===== config.mk =====
export PLATFORM = sky130hd
export DESIGN_NAME = detector_sentido
export DESIGN_NICKNAME = d
export VERILOG_FILES = /design/src/rtl/detector_sentido.sv
export SDC_FILE = /design/constraint.sdc
export NUM_CORES = 1
export LEC_CHECK = 0
export BUFFER_PORTS_ARGS = -buffer_cell sky130_fd_sc_hd__clkbuf_2
export CAP_MARGIN = 40
export CORE_ASPECT_RATIO = 1.2
export CORE_UTILIZATION = 50
export CTS_BUF_LIST = sky130_fd_sc_hd__clkbuf_8
export DETAILED_ROUTE_END_ITERATION = 8
export PLACE_DENSITY = 0.74
export REMOVE_ABC_BUFFERS = 1
export SYNTH_ARGS = -nofsm -noshare
export SYNTH_HDL_FRONTEND = slang
export SYNTH_SLANG_ARGS = --single-unit

===== constraint.sdc =====
create_clock -name clk -period 4.54 [get_ports clk]
set_input_delay 0.908 -clock clk [delete_from_list [all_inputs] [get_ports clk]]
set_output_delay 0.908 -clock clk [all_outputs]
set_load 0.03 [all_outputs]

===== src/rtl/detector_sentido.sv =====
`default_nettype none
// +--------------------------------------------------------------------------+
// | detector_sentido : two-beam passage direction detector (in/out/error)    |
// | Revision 1.0                                                             |
// +--------------------------------------------------------------------------+
module detector_sentido #(
   parameter int DEB_CYCLES = 4,
   parameter int TIMEOUT    = 1000
) (
   input  logic clk,
   input  logic rst,
   input  logic sensor_a,
   input  logic sensor_b,
   output logic entrada,
   output logic salida,
   output logic error,
   output logic ocupado
);

   localparam int DW = $clog2(DEB_CYCLES) + 1;
   localparam int TW = $clog2(TIMEOUT) + 1;
   localparam logic [DW-1:0] DEB_LAST    = DW'(DEB_CYCLES - 1);
   localparam logic [TW-1:0] TIMEOUT_MAX = TW'(TIMEOUT);

   localparam logic [2:0] IDLE     = 3'd0;
   localparam logic [2:0] E1       = 3'd1;
   localparam logic [2:0] E2       = 3'd2;
   localparam logic [2:0] E3       = 3'd3;
   localparam logic [2:0] S1       = 3'd4;
   localparam logic [2:0] S2       = 3'd5;
   localparam logic [2:0] S3       = 3'd6;
   localparam logic [2:0] WAIT_CLR = 3'd7;

   logic [1:0] raw;
   logic [1:0] deb;

   assign raw = {sensor_a, sensor_b};

   // Bit 1 carries sensor A, bit 0 sensor B, so deb reads as the (A,B) pair.
   genvar i;
   generate
      for (i = 0; i < 2; i++) begin : g_sensor
         logic          meta;
         logic          sync;
         logic          val;
         logic [DW-1:0] cnt;

         always_ff @(posedge clk or negedge rst) begin
            if (!rst) begin
               meta <= 1'b0;
               sync <= 1'b0;
               val  <= 1'b0;
               cnt  <= '0;
            end else begin
               meta <= raw[i];
               sync <= meta;
               if (sync == val) begin
                  cnt <= '0;
               end else if (cnt == DEB_LAST) begin
                  val <= sync;
                  cnt <= '0;
               end else begin
                  cnt <= cnt + DW'(1);
               end
            end
         end

         assign deb[i] = val;
      end
   endgenerate

   logic [2:0]    state;
   logic [2:0]    state_nxt;
   logic [TW-1:0] tcnt;
   logic          passage;
   logic          timeout;
   logic          entrada_d;
   logic          salida_d;
   logic          error_d;

   assign passage = (state != IDLE) && (state != WAIT_CLR);
   assign timeout = passage && (tcnt == TIMEOUT_MAX);

   // Runs across all passage states and saturates instead of wrapping.
   always_ff @(posedge clk or negedge rst) begin
      if (!rst) begin
         tcnt <= '0;
      end else if (!passage) begin
         tcnt <= '0;
      end else if (tcnt != TIMEOUT_MAX) begin
         tcnt <= tcnt + TW'(1);
      end
   end

   always_ff @(posedge clk or negedge rst) begin
      if (!rst) begin
         state   <= IDLE;
         entrada <= 1'b0;
         salida  <= 1'b0;
         error   <= 1'b0;
      end else begin
         state   <= state_nxt;
         entrada <= entrada_d;
         salida  <= salida_d;
         error   <= error_d;
      end
   end

   always_comb begin
      state_nxt = state;
      if (timeout) begin
         state_nxt = WAIT_CLR;
      end else begin
         case (state)
            IDLE: begin
               case (deb)
                  2'b10:   state_nxt = E1;
                  2'b01:   state_nxt = S1;
                  2'b11:   state_nxt = WAIT_CLR;
                  default: state_nxt = IDLE;
               endcase
            end
            E1: begin
               case (deb)
                  2'b11:   state_nxt = E2;
                  2'b00:   state_nxt = IDLE;
                  2'b01:   state_nxt = WAIT_CLR;
                  default: state_nxt = E1;
               endcase
            end
            E2: begin
               case (deb)
                  2'b01:   state_nxt = E3;
                  2'b10:   state_nxt = E1;
                  2'b00:   state_nxt = WAIT_CLR;
                  default: state_nxt = E2;
               endcase
            end
            E3: begin
               case (deb)
                  2'b00:   state_nxt = IDLE;
                  2'b11:   state_nxt = E2;
                  2'b10:   state_nxt = WAIT_CLR;
                  default: state_nxt = E3;
               endcase
            end
            S1: begin
               case (deb)
                  2'b11:   state_nxt = S2;
                  2'b00:   state_nxt = IDLE;
                  2'b10:   state_nxt = WAIT_CLR;
                  default: state_nxt = S1;
               endcase
            end
            S2: begin
               case (deb)
                  2'b10:   state_nxt = S3;
                  2'b01:   state_nxt = S1;
                  2'b00:   state_nxt = WAIT_CLR;
                  default: state_nxt = S2;
               endcase
            end
            S3: begin
               case (deb)
                  2'b00:   state_nxt = IDLE;
                  2'b11:   state_nxt = S2;
                  2'b01:   state_nxt = WAIT_CLR;
                  default: state_nxt = S3;
               endcase
            end
            WAIT_CLR: begin
               if (deb == 2'b00) begin
                  state_nxt = IDLE;
               end
            end
            default: state_nxt = IDLE;
         endcase
      end
   end

   // Pulses derive from the transition itself; only E3/S3 reach IDLE on 00
   // as a completed passage, every other IDLE entry is a backout.
   always_comb begin
      entrada_d = (state == E3) && (state_nxt == IDLE);
      salida_d  = (state == S3) && (state_nxt == IDLE);
      error_d   = (state != WAIT_CLR) && (state_nxt == WAIT_CLR);
      ocupado   = (state != IDLE);
   end

endmodule
`default_nettype wire


==> impl_results.md <==
* Seq/Total Area, Yosys at 0.480
* Worst Setup Start Kind: register
* Pin count of the biggest net entering global routing at 30
* Dominant synthesized flop cell: dfrtp_1
* HP Class: reg2reg
* Largest delay contributor family on the critical path: flip-flops
* Total GRT Usage at 0.199
* Vias in the first global route at about 1100
* WP data arrival at approximately 1.5 ns
* Dpl ws at ~2.3 ns
* Cell Area, Synth at roughly 0.0015 sq mm
* Drt total wl at between 2 and 3 mm
* Min-delay src: g_sensor[0].meta
* Rows at 21
* Boundary pin count at 8
* CP Capture Type: output pin
* Peak VDD IR at around 340 uV
* Post-synthesis async set-or-reset flop share at 1.00
* 1st-pass router iterations at 4
* Cell Chain, Critical Path: or3_1 -> clkbuf_2
* Nets at 173
* Cts hold-fix bufs at 0
* Multi-input logic area at ~730 sq um
* Top Metal Used: met4
* Post-CTS sizing at 0
* Clock slew at reported path FFs at about 0.060 ns
* Post-route DRC violation count at 0
* DR vias/cell at 5.66
* CTS Buf Count at 5
* Starting Density at 0.533
* Tcrit/Tclk final at 0.532
* Layout cells sized above 1 at 0.108
* Number of flops mapped to enable cells by yosys at 0
* Worst-case reg-to-reg path depth at 7
* Slowest cell on crit path: dfrtp_1
* CTS tree: yes
* Gr ovfl total at 0
* R2r setup slk at between 2 and 2.5 ns
* Minimum clock period at 2.42 ns
* Synth warn at 0
* WS Path Type: reg2out
* Post-CTS Setup Repair Bufs at 0
* RR Startpoint: g_sensor[0].val
* Worst-path maximum fanout at 14
* CP Buf/Inv Count at 1
* Mapped Cells at 148
* Hold Path Cell Cnt at 0
* Instance count on the critical path at 2
* Reg area at around 730 sq um
* Final setup viols at 0
* WL met1 at approximately 1.2 mm
* DR WL/cell at 13.9 um
* Initial DRC Count at 44
* Worst slew pin tran at roughly 0.7 ns
* Detail Placement HPWL at between 1.5 and 2 mm
* Antenna violations before repair at 0
* Die X at 52.2 um
* Root cell of the clock tree: clkbuf_8
* Clock Latency Late Sink at about 0.28 ns
* Layout Skew at between 0.006 and 0.007 ns
* Final hold vios at 0
* Detail Route Antenna Nets at 0
* Slowest stage delay, CP at 0.51 ns
* Required time of the critical path at approximately 3.6 ns
* Number of synthesized register bits at 29
* Die footprint at approximately 0.0033 sq mm
* Area growth, synth to finish at 9.76%
* GPL Wtd Cong at between 0.9 and 1
* Max frequency at between 400 and 500 MHz
* Wire length on met2 at approximately 1.3 mm
* Antenna cells at 0
* Met3 WL at 98 um
* Slew Viols, Final at 0
* Vias at between 1000 and 1500
* Port Buffers at 7
* Worst R2R End: error
* Pwr Density at 633 mW/mm^2
* Die height at 62.3 um
* Worst-case clock buffer depth at 2
* Setup slack after layout at 2.12 ns
* RSZ-0062 raised after global routing: no
* Worst hold endpoint: g_sensor[0].sync
* Number of fill cells at about 240
* LEAKAGE at 0.776 nW
* Core box area at 0.00284 sq mm
* First-pass GRT wire length at 4.57 mm
* Status: completed
* H-tree levels at 2
* Synth cell types at 40
* Max Cap Viol at 0
* CTS Sinks at 29
* Worst slew margin at 0.534
* Final setup TNS at 0 ns
* Syn avg cell area at 10.2 sq um
==> where the power goes <==
part           leakage, nW  internal (mW)  switching, mW
registers            0.379          0.318         0.0833
logic                0.342          0.171          0.251
clock network       0.0542          0.137         0.0906
==> area by class of cell <==
class | instances | share of cell area
clock buffer | 7 | 0.0580
clock inverter | 1 | 0.00301
inverter | 7 | 0.0158
multi-input combinational | 107 | 0.439
sequential | 29 | 0.437
tap | 34 | 0.0256
timing repair buffer | 7 | 0.0211
==> per-stage QoR <==
step | instances | total power [mW] | instance area [sq um] | util | hold slack, ns
finish | 192 | 1.05 | 1660 | 0.585 | 0.350
global route | 192 | 1.13 | 1660 | 0.585 | 0.364
CTS | 192 | 1.06 | 1660 | 0.585 | 0.353
floorplan | 143 | 0.707 | 1480 | - | 0.331
detailed placement | 184 | 0.821 | 1560 | 0.549 | 0.336
global placement | 184 | 0.800 | 1560 | 0.549 | 0.337
==> worst reg2reg max path: stages, from the launching register on <==
cell      delay, ns
dfrtp_1        0.46
inv_1          0.15
ha_1           0.34
and2_1         0.16
o32ai_2        0.27
a221oi_1       0.11
or4_1          0.54
a21boi_1       0.17
==> metal layers <==
layer,track usage,up-vias
met4,0.128,0
met2,0.301,24
li1,-,525
met1,0.230,526
met5,0,-
met3,0.0760,11
==> cells in the mapped netlist (3+ instances only) <==
cell	n	area share
nor3b_1	3	0.015
nor2b_1	5	0.021
dfrtp_1	29	0.48
nand3_1	7	0.023
inv_1	7	0.017
o21ai_0	7	0.023
nor2_1	15	0.037
nand2_1	10	0.025
xor2_1	4	0.023
ha_1	12	0.099
a21oi_1	3	0.0099
nor3_1	8	0.026
xnor2_1	7	0.041
==> state kept, by name, indices dropped and copies added, names as in the netlist <==
name	flops
tcnt	11
g_sensor.cnt	6
state	3
g_sensor.meta	2
g_sensor.sync	2
g_sensor.val	2
entrada	1
error	1
salida	1
==> layout by cell type, fill, tap and decap left out, types with 3 or more instances in the layout <==
cell and count:
ha_1 12, inv_1 7, nand3_1 7, nor2b_1 5
xnor2_1 7, nor3_1 8, nand2_1 10, nor3b_1 3
clkbuf_8 7, a21oi_1 3, xor2_1 4, o21ai_0 7
clkbuf_2 7, dfrtp_1 29, nor2_1 15
==> cell families (layout without fill, tap and decap cells) <==
family | Yosys count | in the layout | synth area share
xor gates and xnor gates | 11 | 11 | 0.0637
AOI/OAI and AO/OA | 20 | 20 | 0.0926
buffers and inverters | 12 | 22 | 0.0381
and+or+nand+nor | 61 | 61 | 0.206
DFF | 29 | 29 | 0.480
muxes | 3 | 3 | 0.0207
adders and majority gates | 12 | 12 | 0.0993
==> worst max-delay path by stage <==
stage	endpoint	start
floorplan	error	g_sensor[0].val
global placement	error	g_sensor[0].val
detailed placement	error	g_sensor[0].val
CTS	ocupado	state[2]
global route	ocupado	state[0]
finish	ocupado	state[2]
Note: power is estimated with default switching activity, not from simulation.
